[src/rtl/spi_reg_pkg.sv]
// Shared constants and types for the SPI register slave.
package spi_reg_pkg;

  localparam int unsigned ADDR_W       = 8;
  localparam int unsigned DATA_W       = 16;
  localparam int unsigned DUMMY_CYCLES = 8;
  localparam int unsigned FRAME_W      = ADDR_W + DUMMY_CYCLES + DATA_W;

  // Address bit that marks a frame as read-only.
  localparam int unsigned RoBit = 7;

  function automatic int unsigned max3(input int unsigned a, input int unsigned b,
                                       input int unsigned c);
    int unsigned m;
    m = (a > b) ? a : b;
    return (m > c) ? m : c;
  endfunction

  // Bit counter only needs to reach (longest field - 1).
  localparam int unsigned CNT_W = $clog2(max3(ADDR_W, DUMMY_CYCLES, DATA_W));

  typedef enum logic [2:0] {
    StIdle,
    StAddr,
    StDummy,
    StData,
    StDone
  } state_e;

endpackage

[src/rtl/spi_reg_slave_if.sv]
// Register-file handshake between the SPI engine (master) and the register file (slave).
interface spi_reg_slave_if;
  import spi_reg_pkg::*;

  logic [ADDR_W-1:0] reg_addr;
  logic [DATA_W-1:0] reg_wdata;
  logic              reg_we;
  logic              reg_re;
  logic [DATA_W-1:0] reg_rdata;
  logic              reg_rvalid;

  modport master (
    output reg_addr, reg_wdata, reg_we, reg_re,
    input  reg_rdata, reg_rvalid
  );

  modport slave (
    input  reg_addr, reg_wdata, reg_we, reg_re,
    output reg_rdata, reg_rvalid
  );

endinterface

[src/rtl/spi_reg_slave_sync_edge.sv]
// Two-flop synchronizer with registered rise/fall detection (pin to edge pulse: 3 clocks).
module sync_edge #(
  parameter logic ResetVal = 1'b0
) (
  input  logic clk_i,
  input  logic rst_ni,
  input  logic d_i,
  output logic q_o,
  output logic rise_o,
  output logic fall_o
);

  logic s1_q, s2_q, s3_q, rise_q, fall_q;

  // Synchronize, keep one delayed copy, register the edge pulses.
  always_ff @(posedge clk_i or negedge rst_ni) begin
    if (!rst_ni) begin
      s1_q   <= ResetVal;
      s2_q   <= ResetVal;
      s3_q   <= ResetVal;
      rise_q <= 1'b0;
      fall_q <= 1'b0;
    end else begin
      s1_q   <= d_i;
      s2_q   <= s1_q;
      s3_q   <= s2_q;
      rise_q <= s2_q & ~s3_q;
      fall_q <= ~s2_q & s3_q;
    end
  end

  assign q_o    = s2_q;
  assign rise_o = rise_q;
  assign fall_o = fall_q;

endmodule

[src/rtl/spi_reg_slave.sv]
// SPI slave frame engine: address, dummy and data fields in; previous address and read data out.
module spi_reg_slave import spi_reg_pkg::*; (
  input  logic                   sys_clk,
  input  logic                   sys_rst_n,
  input  logic                   spi_clk,
  input  logic                   spi_mosi,
  input  logic                   spi_cs_n,
  output logic                   spi_miso,
  spi_reg_slave_if.master        reg_bus,
  output logic                   busy
);

  logic sclk_level_unused, sclk_rise, sclk_fall;
  logic cs_level, cs_rise, cs_fall;
  logic mosi_s1_q, mosi_s2_q;

  sync_edge #(.ResetVal(1'b0)) u_sync_sclk (
    .clk_i  (sys_clk),
    .rst_ni (sys_rst_n),
    .d_i    (spi_clk),
    .q_o    (sclk_level_unused),
    .rise_o (sclk_rise),
    .fall_o (sclk_fall)
  );

  // CS_n resets high so a reset never fakes a frame start.
  sync_edge #(.ResetVal(1'b1)) u_sync_cs (
    .clk_i  (sys_clk),
    .rst_ni (sys_rst_n),
    .d_i    (spi_cs_n),
    .q_o    (cs_level),
    .rise_o (cs_rise),
    .fall_o (cs_fall)
  );

  // Plain two-flop synchronizer for MOSI.
  always_ff @(posedge sys_clk or negedge sys_rst_n) begin
    if (!sys_rst_n) begin
      mosi_s1_q <= 1'b0;
      mosi_s2_q <= 1'b0;
    end else begin
      mosi_s1_q <= spi_mosi;
      mosi_s2_q <= mosi_s1_q;
    end
  end

  state_e             state_q;
  logic [CNT_W-1:0]   cnt_q;
  logic [DATA_W-2:0]  rx_q;       // all received bits of a field except the last
  logic [FRAME_W-1:0] tx_q;       // tx_q[MSB] is the bit on MISO
  logic [DATA_W-1:0]  rd_q;
  logic [DATA_W-1:0]  rd_next;
  logic [ADDR_W-1:0]  prev_addr_q;
  logic [ADDR_W-1:0]  addr_q;
  logic [DATA_W-1:0]  wdata_q;
  logic               we_q, re_q;

  // Read data arriving in the same cycle as the dummy-to-data step still counts.
  always_comb begin
    rd_next = rd_q;
    if (reg_bus.reg_rvalid) rd_next = reg_bus.reg_rdata;
  end

  // Frame FSM with counter, shifters and registered strobes.
  always_ff @(posedge sys_clk or negedge sys_rst_n) begin
    if (!sys_rst_n) begin
      state_q     <= StIdle;
      cnt_q       <= '0;
      rx_q        <= '0;
      tx_q        <= '0;
      rd_q        <= '0;
      prev_addr_q <= '0;
      addr_q      <= '0;
      wdata_q     <= '0;
      we_q        <= 1'b0;
      re_q        <= 1'b0;
    end else begin
      we_q <= 1'b0;
      re_q <= 1'b0;
      if (cs_rise) begin
        // End of frame, or abort if not DONE: nothing more is written or committed.
        state_q <= StIdle;
        cnt_q   <= '0;
        tx_q    <= '0;
        rd_q    <= '0;
      end else begin
        if ((state_q == StAddr || state_q == StDummy) && reg_bus.reg_rvalid) begin
          rd_q <= reg_bus.reg_rdata;
        end
        unique case (state_q)
          StIdle: begin
            if (cs_fall) begin
              state_q <= StAddr;
              tx_q    <= {prev_addr_q, {(FRAME_W - ADDR_W){1'b0}}};
              rd_q    <= '0;
              // An SCLK rise seen together with CS fall is bit 0.
              if (sclk_rise) begin
                rx_q  <= {{(DATA_W - 2){1'b0}}, mosi_s2_q};
                cnt_q <= CNT_W'(1);
              end else begin
                rx_q  <= '0;
                cnt_q <= '0;
              end
            end
          end
          StAddr: begin
            if (sclk_fall) tx_q <= {tx_q[FRAME_W-2:0], 1'b0};
            if (sclk_rise) begin
              rx_q <= {rx_q[DATA_W-3:0], mosi_s2_q};
              if (cnt_q == CNT_W'(ADDR_W - 1)) begin
                addr_q  <= {rx_q[ADDR_W-2:0], mosi_s2_q};
                re_q    <= 1'b1;
                cnt_q   <= '0;
                state_q <= StDummy;
              end else begin
                cnt_q <= cnt_q + CNT_W'(1);
              end
            end
          end
          StDummy: begin
            if (sclk_fall) tx_q <= {tx_q[FRAME_W-2:0], 1'b0};
            if (sclk_rise) begin
              if (cnt_q == CNT_W'(DUMMY_CYCLES - 1)) begin
                // Keep the dummy bit on MISO; read data comes out from the next fall.
                tx_q    <= {tx_q[FRAME_W-1], rd_next, {(FRAME_W - 1 - DATA_W){1'b0}}};
                cnt_q   <= '0;
                state_q <= StData;
              end else begin
                cnt_q <= cnt_q + CNT_W'(1);
              end
            end
          end
          StData: begin
            if (sclk_fall) tx_q <= {tx_q[FRAME_W-2:0], 1'b0};
            if (sclk_rise) begin
              rx_q <= {rx_q[DATA_W-3:0], mosi_s2_q};
              if (cnt_q == CNT_W'(DATA_W - 1)) begin
                if (!addr_q[RoBit]) begin
                  wdata_q <= {rx_q, mosi_s2_q};
                  we_q    <= 1'b1;
                end
                prev_addr_q <= addr_q;
                cnt_q       <= '0;
                state_q     <= StDone;
              end else begin
                cnt_q <= cnt_q + CNT_W'(1);
              end
            end
          end
          StDone: begin
            // Extra SCLK edges are ignored until CS rises.
          end
          default: state_q <= StIdle;
        endcase
      end
    end
  end

  assign spi_miso          = tx_q[FRAME_W-1];
  assign busy              = ~cs_level;
  assign reg_bus.reg_addr  = addr_q;
  assign reg_bus.reg_wdata = wdata_q;
  assign reg_bus.reg_we    = we_q;
  assign reg_bus.reg_re    = re_q;

endmodule
[src/flat_wrapper.sv]
// flat-port wrapper written by rule: the top's interface ports become plain ports
module spi_reg_slave_flat import spi_reg_pkg::*;
  (sys_clk, sys_rst_n, spi_clk, spi_mosi, spi_cs_n, spi_miso, busy, reg_bus_reg_addr, reg_bus_reg_wdata, reg_bus_reg_we, reg_bus_reg_re, reg_bus_reg_rdata, reg_bus_reg_rvalid);
  spi_reg_slave_if reg_bus_i ();
  input  logic sys_clk;
  input  logic sys_rst_n;
  input  logic spi_clk;
  input  logic spi_mosi;
  input  logic spi_cs_n;
  output logic spi_miso;
  output logic busy;
  output wire logic [$bits(reg_bus_i.reg_addr)-1:0] reg_bus_reg_addr;
  output wire logic [$bits(reg_bus_i.reg_wdata)-1:0] reg_bus_reg_wdata;
  output wire logic [$bits(reg_bus_i.reg_we)-1:0] reg_bus_reg_we;
  output wire logic [$bits(reg_bus_i.reg_re)-1:0] reg_bus_reg_re;
  input wire logic [$bits(reg_bus_i.reg_rdata)-1:0] reg_bus_reg_rdata;
  input wire logic [$bits(reg_bus_i.reg_rvalid)-1:0] reg_bus_reg_rvalid;
  assign reg_bus_reg_addr = reg_bus_i.reg_addr;
  assign reg_bus_reg_wdata = reg_bus_i.reg_wdata;
  assign reg_bus_reg_we = reg_bus_i.reg_we;
  assign reg_bus_reg_re = reg_bus_i.reg_re;
  assign reg_bus_i.reg_rdata = reg_bus_reg_rdata;
  assign reg_bus_i.reg_rvalid = reg_bus_reg_rvalid;
  spi_reg_slave u_core (.sys_clk(sys_clk), .sys_rst_n(sys_rst_n), .spi_clk(spi_clk), .spi_mosi(spi_mosi), .spi_cs_n(spi_cs_n), .spi_miso(spi_miso), .reg_bus(reg_bus_i), .busy(busy));
endmodule
[config.mk]
export PLATFORM = sky130hd
export DESIGN_NAME = spi_reg_slave_flat
export DESIGN_NICKNAME = d
export VERILOG_FILES = /design/src/rtl/spi_reg_pkg.sv /design/src/rtl/spi_reg_slave_if.sv /design/src/rtl/spi_reg_slave_sync_edge.sv /design/src/rtl/spi_reg_slave.sv /design/src/flat_wrapper.sv
export SDC_FILE = /design/constraint.sdc
export NUM_CORES = 1
export LEC_CHECK = 0
export ABC_AREA = 1
export CORE_MARGIN = 2
export CORE_UTILIZATION = 30
export CTS_BUF_LIST = sky130_fd_sc_hd__clkbuf_16
export DETAILED_ROUTE_END_ITERATION = 7
export PLACE_DENSITY = 0.48
export SLEW_MARGIN = 20
export SYNTH_ARGS = -nofsm -noshare
export SYNTH_HDL_FRONTEND = slang
export SYNTH_SLANG_ARGS = --single-unit
[constraint.sdc]
create_clock -name sys_clk -period 3.5 [get_ports sys_clk]
set_input_delay 0.7 -clock sys_clk [delete_from_list [all_inputs] [get_ports sys_clk]]
set_output_delay 0.7 -clock sys_clk [all_outputs]
set_load 0.01 [all_outputs]
==> results.yml <==
cts:
  cts_hold_buf: 0
  clock_latency_ns: 0.41
  clockBufferDepth: 2
  cts_tree: "built"
  cts_sinks: 116
  root_buffer: "clkbuf_16"
  clkTransAtPathRegs_ns: 0.06
  cts_buffers: 17
  h-tree-depth: 4
  cts_resized: 0
  cts_setup_buffers: 0
status:
  status: "completed"
global_route:
  grt_first_pass_wirelength_microns: 23040
  antenna_found_initial: 0
  grtUsageTotal: 0.1463
  grt_pass1_vias: 4623
  grt_overflow: 0
  grt_start_max_net_pins: 49
synthesis:
  synth-seq-cells: 116
  ys_seq_area_frac: 0.5151
  syn_area_sq_um: 5643
  synth_nets: 761
  synthFlopType: "dfrtp_1"
  synth_area_per_cell_sq_um: 7.646
  ys_warn_count: 0
  synthCells: 738
  synth_cell_types: 30
  synth-edff-count: 0
  postSynth.asyncResetShare: 1.000
routing:
  routed_wl_microns: 13610
  dr.pass1.iters: 4
  viasPerCell: 4.413
  dr_total_vias: 4550
  post-route-drc-count: 0
  ant_nets: 0
  wl_per_cell_microns: 13.20
  drt_first_iter_violations: 201
final_layout:
  nFillCells: 1907
  multi_input_area_sq_um: 2222
  syn_to_final_growth_pct: 21.09
  diodes: 0
  seq_area_sq_um: 2907
  final_cells: 1031
  stdcell_area_sq_um: 6833
  final_layout_size_suffix_gt1_frac: 0.08532
  final_nets: 807
sta:
  finalCritPeriodShare: 0.6496
  finalCriticalPeriod_ns: 2.274
  grt_setup_unrepaired: "no"
  skew_ns: 0.006675
  setup_viol: 0
  fin_setup_tns_ns: 0
  finalMaxSlewViolations: 0
  slew_headroom: 0.3676
  worstMarginPinSlew_ns: 0.9460
  holdWs_ns: 0.3172
  hold_violations: 0
  max_freq_ghz: 0.4398
worst_hold_path:
  hold_class: "primary input to async pin"
critical_path:
  regToRegSetupSlack_ns: 1.23
  cp_max_fo: 12
  cp_data_required_time_ns: 3.80
  worstSetupStartpointType: "register"
  arrival_ns: 2.58
  end_kind: "register"
  critPathKind: "register to register"
power_and_ir_drop:
  irDropWorstVdd_mv: 0.4392
  p_total_mw: 4.215
  power_density_nw_per_um2: 616.8
  power.leakage_nw: 3.358
run:
  maxCapViolations: 0
placed_design:
  globalplace.congestion: 0.7982
  placed_cells: 999
  postPlaceCellArea_sq_um: 6290
  place_hpwl_microns: 8953
  port_buffers: 49
floorplanning:
  start_util: 0.3037
  io_pins: 50
  dieHeight_microns: 141.2
  num_rows: 50
  coreArea_sq_um: 18580
  dieArea_sq_um: 19920
  fp.dieW_microns: 141.2
## placed cells by master (no fill, tap or decap), drive strengths merged
cell type      netlist  final
ha                   1      1
nand4                4      4
clkdlybuf4s50        0     48
nand3               53     53
bufinv               0      1
a21oi                6      6
dfstp                3      3
o21a                 1      1
buf                 21      7
inv                 86     90
nand2              256    256
nor3                16     16
nor2               104    104
dfrtp              113    113
clkbuf               7     17
clkinvlp             0      4
xor2                 1      1
o21ai               65     65
clkinv               0      6
nand3b               1      1
## critical path, cell delays in order (launching register included)
cell	delay, ns
dfrtp_1	0.39
ha_1	0.22
nand2_1	0.08
nor2_2	0.08
buf_4	0.20
nand2_1	0.21
nor2_1	0.70
nor2_1	0.12
nand2_1	0.11
nand2_1	0.05
## flip-flops by register name, indices dropped and copies added, names as in the netlist, 3 cells and up
signal and flops:
u_core.cnt_q 4, u_core.prev_addr_q 8, u_core.rd_q 16, u_core.reg_bus.reg_addr 8, u_core.reg_bus.reg_wdata 16, u_core.rx_q 15, u_core.state_q 3, u_core.tx_q 32
## where the power goes
part           internal, mW  switching [mW]  total (mW)
combinational         0.292           0.669       0.961
sequential             1.53           0.122        1.65
clock                 0.965           0.641        1.61
total                  2.78            1.43        4.21
## synthesized netlist by cell type (6+ instances only)
master | number | area share
a21oi_1 | 6 | 0.0053
buf_2 | 10 | 0.0089
buf_6 | 6 | 0.012
clkbuf_1 | 6 | 0.0040
dfrtp_1 | 113 | 0.50
inv_1 | 78 | 0.052
inv_2 | 8 | 0.0053
nand2_1 | 251 | 0.17
nand3_1 | 50 | 0.044
nor2_1 | 102 | 0.068
nor3_1 | 15 | 0.013
o21ai_0 | 52 | 0.046
o21ai_2 | 8 | 0.012
## routing by layer
layer,wire (microns),global-route usage,vias to the layer above
met5,0,0,-
met4,231,0.05526,0
met3,450,0.03159,16
met2,6151,0.2322,80
met1,6776,0.1966,2080
li1,-,-,2374
## area by class of cell
| type | instances | share of cell area |
|---|---|---|
| clock buffer | 17 | 0.06226 |
| clock inverter | 15 | 0.01721 |
| inverter | 86 | 0.04724 |
| multi-input combinational | 508 | 0.3252 |
| sequential | 116 | 0.4254 |
| tap | 234 | 0.04285 |
| timing repair buffer | 55 | 0.07984 |
## final timing paths
path	endpoint	start	depth (start not counted)
max	u_core.tx_q[31]$_DFFE_PN0P_	u_core.cnt_q[0]$_DFFE_PN0P_	9
min	u_core.rd_q[2]$_DFF_PN0_	sys_rst_n	1
max reg2reg	u_core.tx_q[31]$_DFFE_PN0P_	u_core.cnt_q[0]$_DFFE_PN0P_	9
min reg2reg	u_core.mosi_s2_q$_DFF_PN0_	u_core.mosi_s1_q$_DFF_PN0_	0
max in group asynchronous	u_core.prev_addr_q[1]$_DFFE_PN0P_	sys_rst_n	2
min in group sys_clk	u_core.mosi_s2_q$_DFF_PN0_	u_core.mosi_s1_q$_DFF_PN0_	0
## per-stage QoR
stage	utilization	setup WS, ns
2_1_floorplan	-	1.849
3_3_place_gp	0.3385	1.219
3_5_place_dp	0.3385	1.181
4_1_cts	0.3677	1.244
5_1_grt	0.3677	1.020
6_report	0.3677	1.226
## cells by family (layout without fill, tap and decap cells)
logic type / count (synthesis) / after routing / share of synthesized area
xor gates and xnor gates: 1 / 1 / 0.001552
buffers and inverters: 114 / 173 / 0.09113
DFF: 116 / 116 / 0.5151
AOI/OAI and AO/OA: 72 / 72 / 0.06962
and+or+nand+nor: 434 / 434 / 0.3204
adders and majority gates: 1 / 1 / 0.002217
(Power assumes the default switching activity.)
